--- src/rtl/pmu_seq_if.sv ---
// Power-intent control bundle between the PMU sequencer and its requester/low-power top.
// The slave modport is the sequencer side; the master modport is the requester side.
interface pmu_seq_if #(
    parameter int NDOM = 4
) ();
    logic [NDOM-1:0] sleep_req;
    logic            wake_ovr;
    logic [NDOM-1:0] sleep_mod;
    logic [NDOM-1:0] iso_en;
    logic [NDOM-1:0] save;
    logic [NDOM-1:0] restore;
    logic [NDOM-1:0] dom_on;
    logic            busy;

    modport master (
        output sleep_req, wake_ovr,
        input  sleep_mod, iso_en, save, restore, dom_on, busy
    );

    modport slave (
        input  sleep_req, wake_ovr,
        output sleep_mod, iso_en, save, restore, dom_on, busy
    );
endinterface

--- src/rtl/pmu_seq.sv ---
// Per-domain power sequencer: isolate -> save -> off on the way down, on -> ramp -> restore -> de-isolate up.
// Define PMU_RET_EN to include the retention SAVE/RESTORE steps; otherwise they are skipped and save/restore stay 0.
module pmu_seq #(
    parameter int NDOM    = 4,
    parameter int ISO_CYC = 2,
    parameter int PWR_CYC = 4
) (
    input logic       upf_clk,
    input logic       upf_rst,
    pmu_seq_if.slave  bus
);
    localparam int MAXC = (ISO_CYC > PWR_CYC) ? ISO_CYC : PWR_CYC;
    localparam int CW   = $clog2(MAXC + 1);
    localparam logic [CW-1:0] ISO_LOAD = CW'(ISO_CYC - 1);
    localparam logic [CW-1:0] PWR_LOAD = CW'(PWR_CYC - 1);

    typedef enum logic [2:0] {
        RUN,
        ISO,
        SAVE,
        OFF,
        PWRUP,
        RESTORE
    } state_e;

    state_e          state_q [NDOM];
    state_e          state_d [NDOM];
    logic [CW-1:0]   cnt_q   [NDOM];
    logic [CW-1:0]   cnt_d   [NDOM];
    logic [NDOM-1:0] reqEff;

    logic [NDOM-1:0] sleepMod_q, sleepMod_d;
    logic [NDOM-1:0] isoEn_q, isoEn_d;
    logic [NDOM-1:0] save_q, save_d;
    logic [NDOM-1:0] restore_q, restore_d;
    logic [NDOM-1:0] domOn_q, domOn_d;
    logic            busy_q, busy_d;

    assign reqEff = bus.sleep_req & ~{NDOM{bus.wake_ovr}};

    always_comb begin
        for (int i = 0; i < NDOM; i++) begin
            state_d[i] = state_q[i];
            cnt_d[i]   = cnt_q[i];
            case (state_q[i])
                RUN: begin
                    if (reqEff[i]) begin
                        state_d[i] = ISO;
                        cnt_d[i]   = ISO_LOAD;
                    end
                end
                ISO: begin
                    if (!reqEff[i]) begin
                        state_d[i] = RUN;
                    end else if (cnt_q[i] == '0) begin
`ifdef PMU_RET_EN
                        state_d[i] = SAVE;
`else
                        state_d[i] = OFF;
`endif
                    end else begin
                        cnt_d[i] = cnt_q[i] - CW'(1);
                    end
                end
`ifdef PMU_RET_EN
                SAVE:    state_d[i] = OFF;
                RESTORE: state_d[i] = RUN;
`endif
                OFF: begin
                    if (!reqEff[i]) begin
                        state_d[i] = PWRUP;
                        cnt_d[i]   = PWR_LOAD;
                    end
                end
                PWRUP: begin
                    if (cnt_q[i] == '0) begin
`ifdef PMU_RET_EN
                        state_d[i] = RESTORE;
`else
                        state_d[i] = RUN;
`endif
                    end else begin
                        cnt_d[i] = cnt_q[i] - CW'(1);
                    end
                end
                default: state_d[i] = RUN;
            endcase
        end
    end

    // Outputs are decoded from the next state and registered, so every control pin comes straight off a flop.
    always_comb begin
        sleepMod_d = '0;
        isoEn_d    = '0;
        save_d     = '0;
        restore_d  = '0;
        domOn_d    = '0;
        busy_d     = 1'b0;
        for (int i = 0; i < NDOM; i++) begin
            sleepMod_d[i] = (state_d[i] == OFF);
            isoEn_d[i]    = (state_d[i] != RUN);
            domOn_d[i]    = (state_d[i] == RUN);
`ifdef PMU_RET_EN
            save_d[i]     = (state_d[i] == SAVE);
            restore_d[i]  = (state_d[i] == RESTORE);
`endif
            if ((state_d[i] != RUN) && (state_d[i] != OFF)) begin
                busy_d = 1'b1;
            end
        end
    end

    always_ff @(posedge upf_clk) begin
        if (upf_rst) begin
            for (int i = 0; i < NDOM; i++) begin
                state_q[i] <= RUN;
                cnt_q[i]   <= '0;
            end
            sleepMod_q <= '0;
            isoEn_q    <= '0;
            save_q     <= '0;
            restore_q  <= '0;
            domOn_q    <= '1;
            busy_q     <= 1'b0;
        end else begin
            for (int i = 0; i < NDOM; i++) begin
                state_q[i] <= state_d[i];
                cnt_q[i]   <= cnt_d[i];
            end
            sleepMod_q <= sleepMod_d;
            isoEn_q    <= isoEn_d;
            save_q     <= save_d;
            restore_q  <= restore_d;
            domOn_q    <= domOn_d;
            busy_q     <= busy_d;
        end
    end

    assign bus.sleep_mod = sleepMod_q;
    assign bus.iso_en    = isoEn_q;
    assign bus.save      = save_q;
    assign bus.restore   = restore_q;
    assign bus.dom_on    = domOn_q;
    assign bus.busy      = busy_q;
endmodule

--- src/flat_wrapper.sv ---
// flat-port wrapper written by rule: the top's interface ports become plain ports
module pmu_seq_flat 
#(
    parameter int NDOM    = 4,
    parameter int ISO_CYC = 2,
    parameter int PWR_CYC = 4
)
  (upf_clk, upf_rst, bus_sleep_req, bus_wake_ovr, bus_sleep_mod, bus_iso_en, bus_save, bus_restore, bus_dom_on, bus_busy);
  pmu_seq_if #(.NDOM(NDOM)) bus_i ();
  input logic upf_clk;
  input logic upf_rst;
  input wire logic [$bits(bus_i.sleep_req)-1:0] bus_sleep_req;
  input wire logic [$bits(bus_i.wake_ovr)-1:0] bus_wake_ovr;
  output wire logic [$bits(bus_i.sleep_mod)-1:0] bus_sleep_mod;
  output wire logic [$bits(bus_i.iso_en)-1:0] bus_iso_en;
  output wire logic [$bits(bus_i.save)-1:0] bus_save;
  output wire logic [$bits(bus_i.restore)-1:0] bus_restore;
  output wire logic [$bits(bus_i.dom_on)-1:0] bus_dom_on;
  output wire logic [$bits(bus_i.busy)-1:0] bus_busy;
  assign bus_i.sleep_req = bus_sleep_req;
  assign bus_i.wake_ovr = bus_wake_ovr;
  assign bus_sleep_mod = bus_i.sleep_mod;
  assign bus_iso_en = bus_i.iso_en;
  assign bus_save = bus_i.save;
  assign bus_restore = bus_i.restore;
  assign bus_dom_on = bus_i.dom_on;
  assign bus_busy = bus_i.busy;
  pmu_seq #(.NDOM(NDOM), .ISO_CYC(ISO_CYC), .PWR_CYC(PWR_CYC)) u_core (.upf_clk(upf_clk), .upf_rst(upf_rst), .bus(bus_i));
endmodule
--- config.mk ---
export PLATFORM = sky130hd
export DESIGN_NAME = pmu_seq_flat
export DESIGN_NICKNAME = d
export VERILOG_FILES = /design/src/rtl/pmu_seq_if.sv /design/src/rtl/pmu_seq.sv /design/src/flat_wrapper.sv
export SDC_FILE = /design/constraint.sdc
export NUM_CORES = 1
export LEC_CHECK = 0
export ABC_CLOCK_PERIOD_IN_PS = 2700
export BUFFER_PORTS_ARGS = -buffer_cell sky130_fd_sc_hd__buf_4
export CAP_MARGIN = 0
export CORE_ASPECT_RATIO = 0.6
export CORE_MARGIN = 5
export CORE_UTILIZATION = 38
export CTS_CLUSTER_SIZE = 25
export DETAILED_ROUTE_END_ITERATION = 6
export PLACE_DENSITY_LB_ADDON = 0.08
export SLEW_MARGIN = 25
export SYNTH_ARGS = -nofsm -noshare
export SYNTH_HDL_FRONTEND = slang
export SYNTH_SLANG_ARGS = --single-unit
--- constraint.sdc ---
create_clock -name upf_clk -period 2.7 [get_ports upf_clk]
set_input_delay 0.135 -clock upf_clk [delete_from_list [all_inputs] [get_ports upf_clk]]
set_output_delay 0.135 -clock upf_clk [all_outputs]
set_load 0.02 [all_outputs]
==> impl_metrics.tcl, run 1 <==
set metrics [dict create \
    status "completed" \
    crit_required_ps 2870 \
    tns_ps 0 \
    crit_path_max_fanout 5 \
    cts_setup_buffers 0 \
    std_cell_rows 20 \
    syn_avg_cell_area_um2 9.04 \
    crit_type "flop to flop" \
    post_cts_resized 0 \
    syn_to_final_growth_pct 14.0 \
    drtPass1Iterations 4 \
    rsz0062_at_grt "no" \
    cpLargestDelayFamily "compound AO/OA/AOI/OAI gates" \
    max-cap-violations 0 \
    ys_warn_count 0 \
    first_global_vias 1459 \
    hpwl_um 2900 \
    antenna_found_initial 0 \
    dieArea_mm2 0.00661 \
    slew_headroom 0.540 \
    critPathBufInv 1 \
    hold_buffers 0 \
    power_mw 1.24 \
    cts.clk_slew.worst_paths_ps 80 \
    pwr-share-clk 0.402 \
    insertedDiodeCount 0 \
    dpl.cell_count 287 \
    vias_per_cell 5.28 \
    nFillCells 499 \
    ys_ff_latch 37 \
    grt_usage 0.134 \
    slew_viol_final 0 \
    setup_viol 0 \
    nets 243 \
    critPathLaunchType "flop" \
    final_common_cell "dfxtp_1" \
    layout-drive-gt1-share 0.166 \
    clkLatencyLatePin_ps 290 \
    cp.arrival_ps 1980 \
    vdd_drop_max_mv 0.216 \
    multi_input_area_mm2 0.00104 \
    core_mm2 0.00498 \
    internal_power_uw 934 \
    io_buffers 19 \
    cts_tree "done" \
    synth_area_mm2 0.00192 \
    crit_top_cell "ha_1" \
    grt-ovfl-total 0 \
    instances_no_fill 295 \
    synth_edf_count 0 \
    cp_cell_sequence "inv_1, ha_1, ha_1, a2111oi_2, nor3_1, a221oi_1" \
    fp.dieW_um 102 \
    drc 0 \
    clkSinkCount 37 \
    cts_root_buffer "clkbuf_8" \
    drtAntennaViolNets 0 \
    wl_um 3960 \
    hold_path.class "input pin to flop" \
    pwr-share-seq 0.464 \
    synth_top_area_frac 0.387 \
    wire_per_inst_um 13.4 \
    post-route-min-period_ps 1810 \
    yosys.area.top_type "dfxtp_1" \
    htreeDepth 2 \
    fin_skew_ps 7.21 \
    yosysUniqueCellTypes 50 \
    fin_crit_sh 0.669 \
    fp.dieH_um 65.0 \
    hold_ws_ps 161 \
    p_comb_frac 0.134 \
    layout_common_cells "dfxtp_1 (37), buf_4 (19), inv_1 (16), nor2_1 (11), a21oi_1 (10)" \
    crit_slowest_cell "a2111oi_2" \
    io_pins 28 \
    hold_viol 0 \
    p_sw_uw 307 \
    dr_total_vias 1558 \
    seq_area_frac_synth 0.387 \
    end_kind "flop" \
    numCtsBuffers 5 \
    power_density_mw_per_mm2 568 \
    synth_flop_cell "dfxtp_1" \
    clock.fmax_ghz 0.553 \
    regArea_um2 741 \
    synth_cells 212 \
    clk_path_buf_depth 2 \
    power.leakage_nw 0.877 \
    grt_pass1_wl_um 7010 \
    gp_congestion 0.806 \
    initial_utilization 0.385 \
    drt-initial-drc-count 105 \
    crit_path_max_incr_delay_ps 370 \
    synth-async-reset-ratio 0 \
    tightest_slew_ps 673 \
    synthTopCellsByArea "dfxtp_1 (39%), ha_1 (5.2%), buf_4 (3.1%)" \
    switching_share 0.247 \
    grt_max_degree 24 \
]
==> sequential cells by signal (all words and copies together) (netlist names) <==
register and cells:
u_core.cnt_q 12, u_core.bus.iso_en 4, u_core.bus.busy 1, u_core.bus.sleep_mod 4, u_core.bus.dom_on 4, u_core.state_q 12
==> path summary, 6_finish.rpt <==
kind                 startpoint                   end  slack (ps)  depth (start not counted)
max          u_core.cnt_q[2][0]    u_core.cnt_q[2][1]         890                          6
min            bus_sleep_req[3]  u_core.state_q[3][1]         160                          3
max reg2reg  u_core.cnt_q[2][0]    u_core.cnt_q[2][1]         890                          6
min reg2reg  u_core.cnt_q[0][2]    u_core.cnt_q[0][2]         480                          2
==> power groups by stage <==
| stage | combinational (mW) | clock (mW) | sequential, mW |
|---|---|---|---|
| finish | 0.166 | 0.499 | 0.576 |
| global placement | 0.164 | 0 | 0.588 |
| floorplan | 0.124 | 0 | 0.594 |
| detailed placement | 0.166 | 0 | 0.589 |
| CTS | 0.167 | 0.516 | 0.576 |
| global route | 0.188 | 0.545 | 0.579 |
==> layer usage <==
layer / track usage / wire length [µm] / vias to the layer above / share of wire
li1: - / - / 787 / -
met1: 0.196 / 2060 / 721 / 0.52
met2: 0.190 / 1620 / 46 / 0.41
met3: 0.0398 / 256 / 4 / 0.065
met4: 0.0365 / 24 / 0 / 0.0061
met5: 0 / 0 / - / 0
==> logic make-up after synthesis <==
group / count (synthesis) / share of synthesized area
XOR/XNOR: 3 / 0.0137
other: 1 / 0.00196
buffers and inverters: 33 / 0.0830
flip-flops: 37 / 0.387
adder cells (fa/ha/maj): 8 / 0.0523
AO/OA/AOI/OAI: 52 / 0.216
AND/OR/NAND/NOR: 78 / 0.247
==> cell usage after synthesis (2+ instances only) <==
cell type and instances:
xnor2_1 3, nor2b_1 6, and3b_1 2, clkbuf_1 5, o311a_1 2, o31ai_1 3
o21ai_0 6, buf_2 4, nor4_1 5, nor3_1 5, and2_1 5, inv_1 16
a211oi_2 2, nand2b_1 9, dfxtp_1 37, or3b_2 3, o32a_1 4, nor3b_1 3
and3_1 2, a221oi_1 2, a2bb2oi_1 2, a2111oi_2 2, o211a_1 3, a21oi_1 10
a211oi_1 4, nor4b_1 2, ha_1 8, o21a_1 2, buf_4 8, a2111oi_0 2
o211ai_1 2, nand3_1 4, nand2_1 9, nand4_1 2, or3_1 2, or3b_1 2
nor2_1 11
==> tightest hold or removal path, stage by stage <==
cell	delay, ps
buf_4	120
nand2b_4	90
nor4_1	50
==> area by class of cell <==
| cell class | count | share of cell area |
|---|---|---|
| clock inverter | 1 | 0.0137 |
| tap | 66 | 0.0378 |
| clock buffer | 7 | 0.0395 |
| inverter | 16 | 0.0275 |
| multi-input combinational | 149 | 0.477 |
| timing repair buffer | 19 | 0.0653 |
| sequential | 37 | 0.339 |
==> through the flow <==
| step | cell area [µm²] | worst slack, ps | util |
|---|---|---|---|
| after floorplan | 1940 | 1070 | - |
| after global placement | 2070 | 960 | 0.415 |
| after global routing | 2180 | 754 | 0.439 |
| final | 2180 | 892 | 0.439 |
| after CTS | 2180 | 893 | 0.439 |
| after detailed placement | 2070 | 907 | 0.415 |
Power figures use the tool's default switching activity.
==> run 2: changes to the inputs <==
--- a/config.mk
+++ b/config.mk
@@ -5,7 +5,7 @@
 export SDC_FILE = /design/constraint.sdc
 export NUM_CORES = 1
 export LEC_CHECK = 0
-export ABC_CLOCK_PERIOD_IN_PS = 2700
+export ABC_CLOCK_PERIOD_IN_PS = 1550
 export BUFFER_PORTS_ARGS = -buffer_cell sky130_fd_sc_hd__buf_4
 export CAP_MARGIN = 0
 export CORE_ASPECT_RATIO = 0.6
==> constraint.sdc (replaced) <==
create_clock -name upf_clk -period 1.55 [get_ports upf_clk]
set_input_delay 0.0775 -clock upf_clk [delete_from_list [all_inputs] [get_ports upf_clk]]
set_output_delay 0.0775 -clock upf_clk [all_outputs]
set_load 0.02 [all_outputs]
==> run 2 against run 1 <==
The flow now finishes with violations (setup timing). Register-to-register slack lost 940 ps. Via count grew 6.8%. Sequential power rose by 75%. Critical path depth unchanged. Clock skew is 3.1 ps lower. Die area stayed put. Core utilization is 6.2 points higher. Count of clock-buffer cells in the layout stayed put. Cell count grew 7.5%. Worst hold slack got worse by 78 ps. Largest cell class unchanged.
==> impl_metrics.tcl, run 2 (synthesis results as in run 1) <==
set metrics [dict create \
    status "finished, violations left" \
    violations "setup timing" \
    drtPass1Iterations 4 \
    grt_pass1_wl_um 7420 \
    met2_usage 0.199 \
    vias_per_cell 5.25 \
    insertedDiodeCount 0 \
    antenna_found_initial 0 \
    grt-ovfl-total 0 \
    instances_no_fill 317 \
    nets 266 \
    hold_viol 0 \
    setup_viol 2 \
    std_cell_rows 20 \
    gp_congestion 0.905 \
    cp.arrival_ps 1760 \
    syn_to_final_growth_pct 30.2 \
    rsz0062_at_grt "yes" \
    hold_buffers 0 \
    wire_per_inst_um 14.2 \
    internal_power_mw 1.53 \
    power_mw 2.09 \
    clkLatencyLatePin_ps 280 \
    top_regs "u_core.cnt_q x12, u_core.state_q x12" \
    cts_root_buffer "clkbuf_8" \
    numCtsBuffers 5 \
    max-cap-violations 0 \
    fin_crit_sh 1.03 \
    drtAntennaViolNets 0 \
    drt-initial-drc-count 48 \
    first_global_vias 1584 \
    slew_viol_final 0 \
    final_core_util 0.501 \
    met1_usage 0.208 \
    dpl.cell_count 308 \
    fp.dieH_um 65.0 \
    met3_usage 0.0387 \
    post-route-min-period_ps 1600 \
    crit_type "flop to flop" \
    critPathLaunchType "flop" \
    power.leakage_nw 1.01 \
    io_pins 28 \
    vdd_drop_max_mv 0.443 \
    io_buffers 19 \
    p_sw_uw 561 \
    grt_max_degree 14 \
    dr_total_vias 1664 \
    layout-drive-gt1-share 0.351 \
    crit_required_ps 1720 \
    dieArea_mm2 0.00661 \
    slew_headroom 0.596 \
    placed_cell_area_mm2 0.00225 \
    hpwl_um 3230 \
    final_common_cell "buf_4" \
    cts_tree "done" \
    hold_path.class "input pin to flop" \
    setup_slack_ps -47.5 \
    cts.clk_slew.worst_paths_ps 70 \
    multi_input_area_mm2 0.00120 \
    grt_usage 0.141 \
    crit_path_max_fanout 2 \
    end_kind "flop" \
    switching_share 0.269 \
    nFillCells 462 \
    regArea_um2 746 \
    pwr-share-clk 0.328 \
    pwr-share-seq 0.483 \
    clk_path_buf_depth 2 \
    grt.busiest_layer "met1" \
    dp_slack_ps -148 \
    clock.fmax_ghz 0.626 \
    layout_common_cells "buf_4 (41), dfxtp_1 (33), inv_1 (12), nor2_1 (11), a21oi_1 (10)" \
    final_area_mm2 0.00249 \
    initial_utilization 0.385 \
    power_density_mw_per_mm2 837 \
    fp.dieW_um 102 \
    tightest_slew_ps 591 \
    fin_skew_ps 4.14 \
    drc 0 \
    wl_um 4500 \
    clkSinkCount 37 \
    htreeDepth 2 \
    core_mm2 0.00498 \
    p_comb_frac 0.190 \
]
[run 2: changes by cell type in the layout (fill, tap and decap cells not counted), sizes merged]
cell,before,now
buf,19,42
bufinv,1,0
[run 2: what timing repair did]
action	in CTS	in global routing
gates resized for setup	15	18
endpoints found under the setup margin	8	9
buffers inserted	1	1
pin swaps	12	11
[run 2: path summary, 6_finish.rpt]
kind | from | end | slack, ps | depth (start not counted)
max reg2reg | u_core.cnt_q[3][1] | u_core.cnt_q[3][1] | -50 | 6
min | upf_rst | u_core.cnt_q[1][1] | 80 | 2
min reg2reg | u_core.cnt_q[0][2] | u_core.cnt_q[0][2] | 490 | 2
max | u_core.cnt_q[3][1] | u_core.cnt_q[3][1] | -50 | 6
[run 2: power groups by stage]
stage,combinational [mW],clock (mW),sequential (mW)
floorplan,0.225,0,1.03
global placement,0.336,0,1.02
detailed placement,0.343,0,1.03
CTS,0.371,0.711,1.00
global route,0.438,0.745,1.01
finish,0.396,0.683,1.01
[run 2: area by class of cell]
class,instances,area share
multi-input combinational,149,0.481
inverter,16,0.0241
clock buffer,7,0.0346
sequential,37,0.299
tap,66,0.0331
timing repair buffer,42,0.128
[run 2: through the flow]
| stage | hold WS [ps] | TNS, ps |
|---|---|---|
| global route | 85.5 | -431 |
| floorplan | 172 | -74.1 |
| CTS | 68.1 | -190 |
| global placement | 364 | -246 |
| detailed placement | 371 | -665 |
| finish | 82.4 | -57.1 |
[run 2: worst max-delay path: stages, from the launching register on]
cell     delay [ps]
dfxtp_2         330
inv_2            40
ha_4            150
and3b_1         150
o32a_1          310
o21a_1          200
o311a_1         300
[run 2: layer usage]
layer / part of all wire / vias up / wire, µm
li1: - / 831 / -
met5: 0 / - / 0
met3: 0.053 / 5 / 239
met2: 0.43 / 41 / 1960
met4: 0.0071 / 0 / 32
met1: 0.50 / 787 / 2270
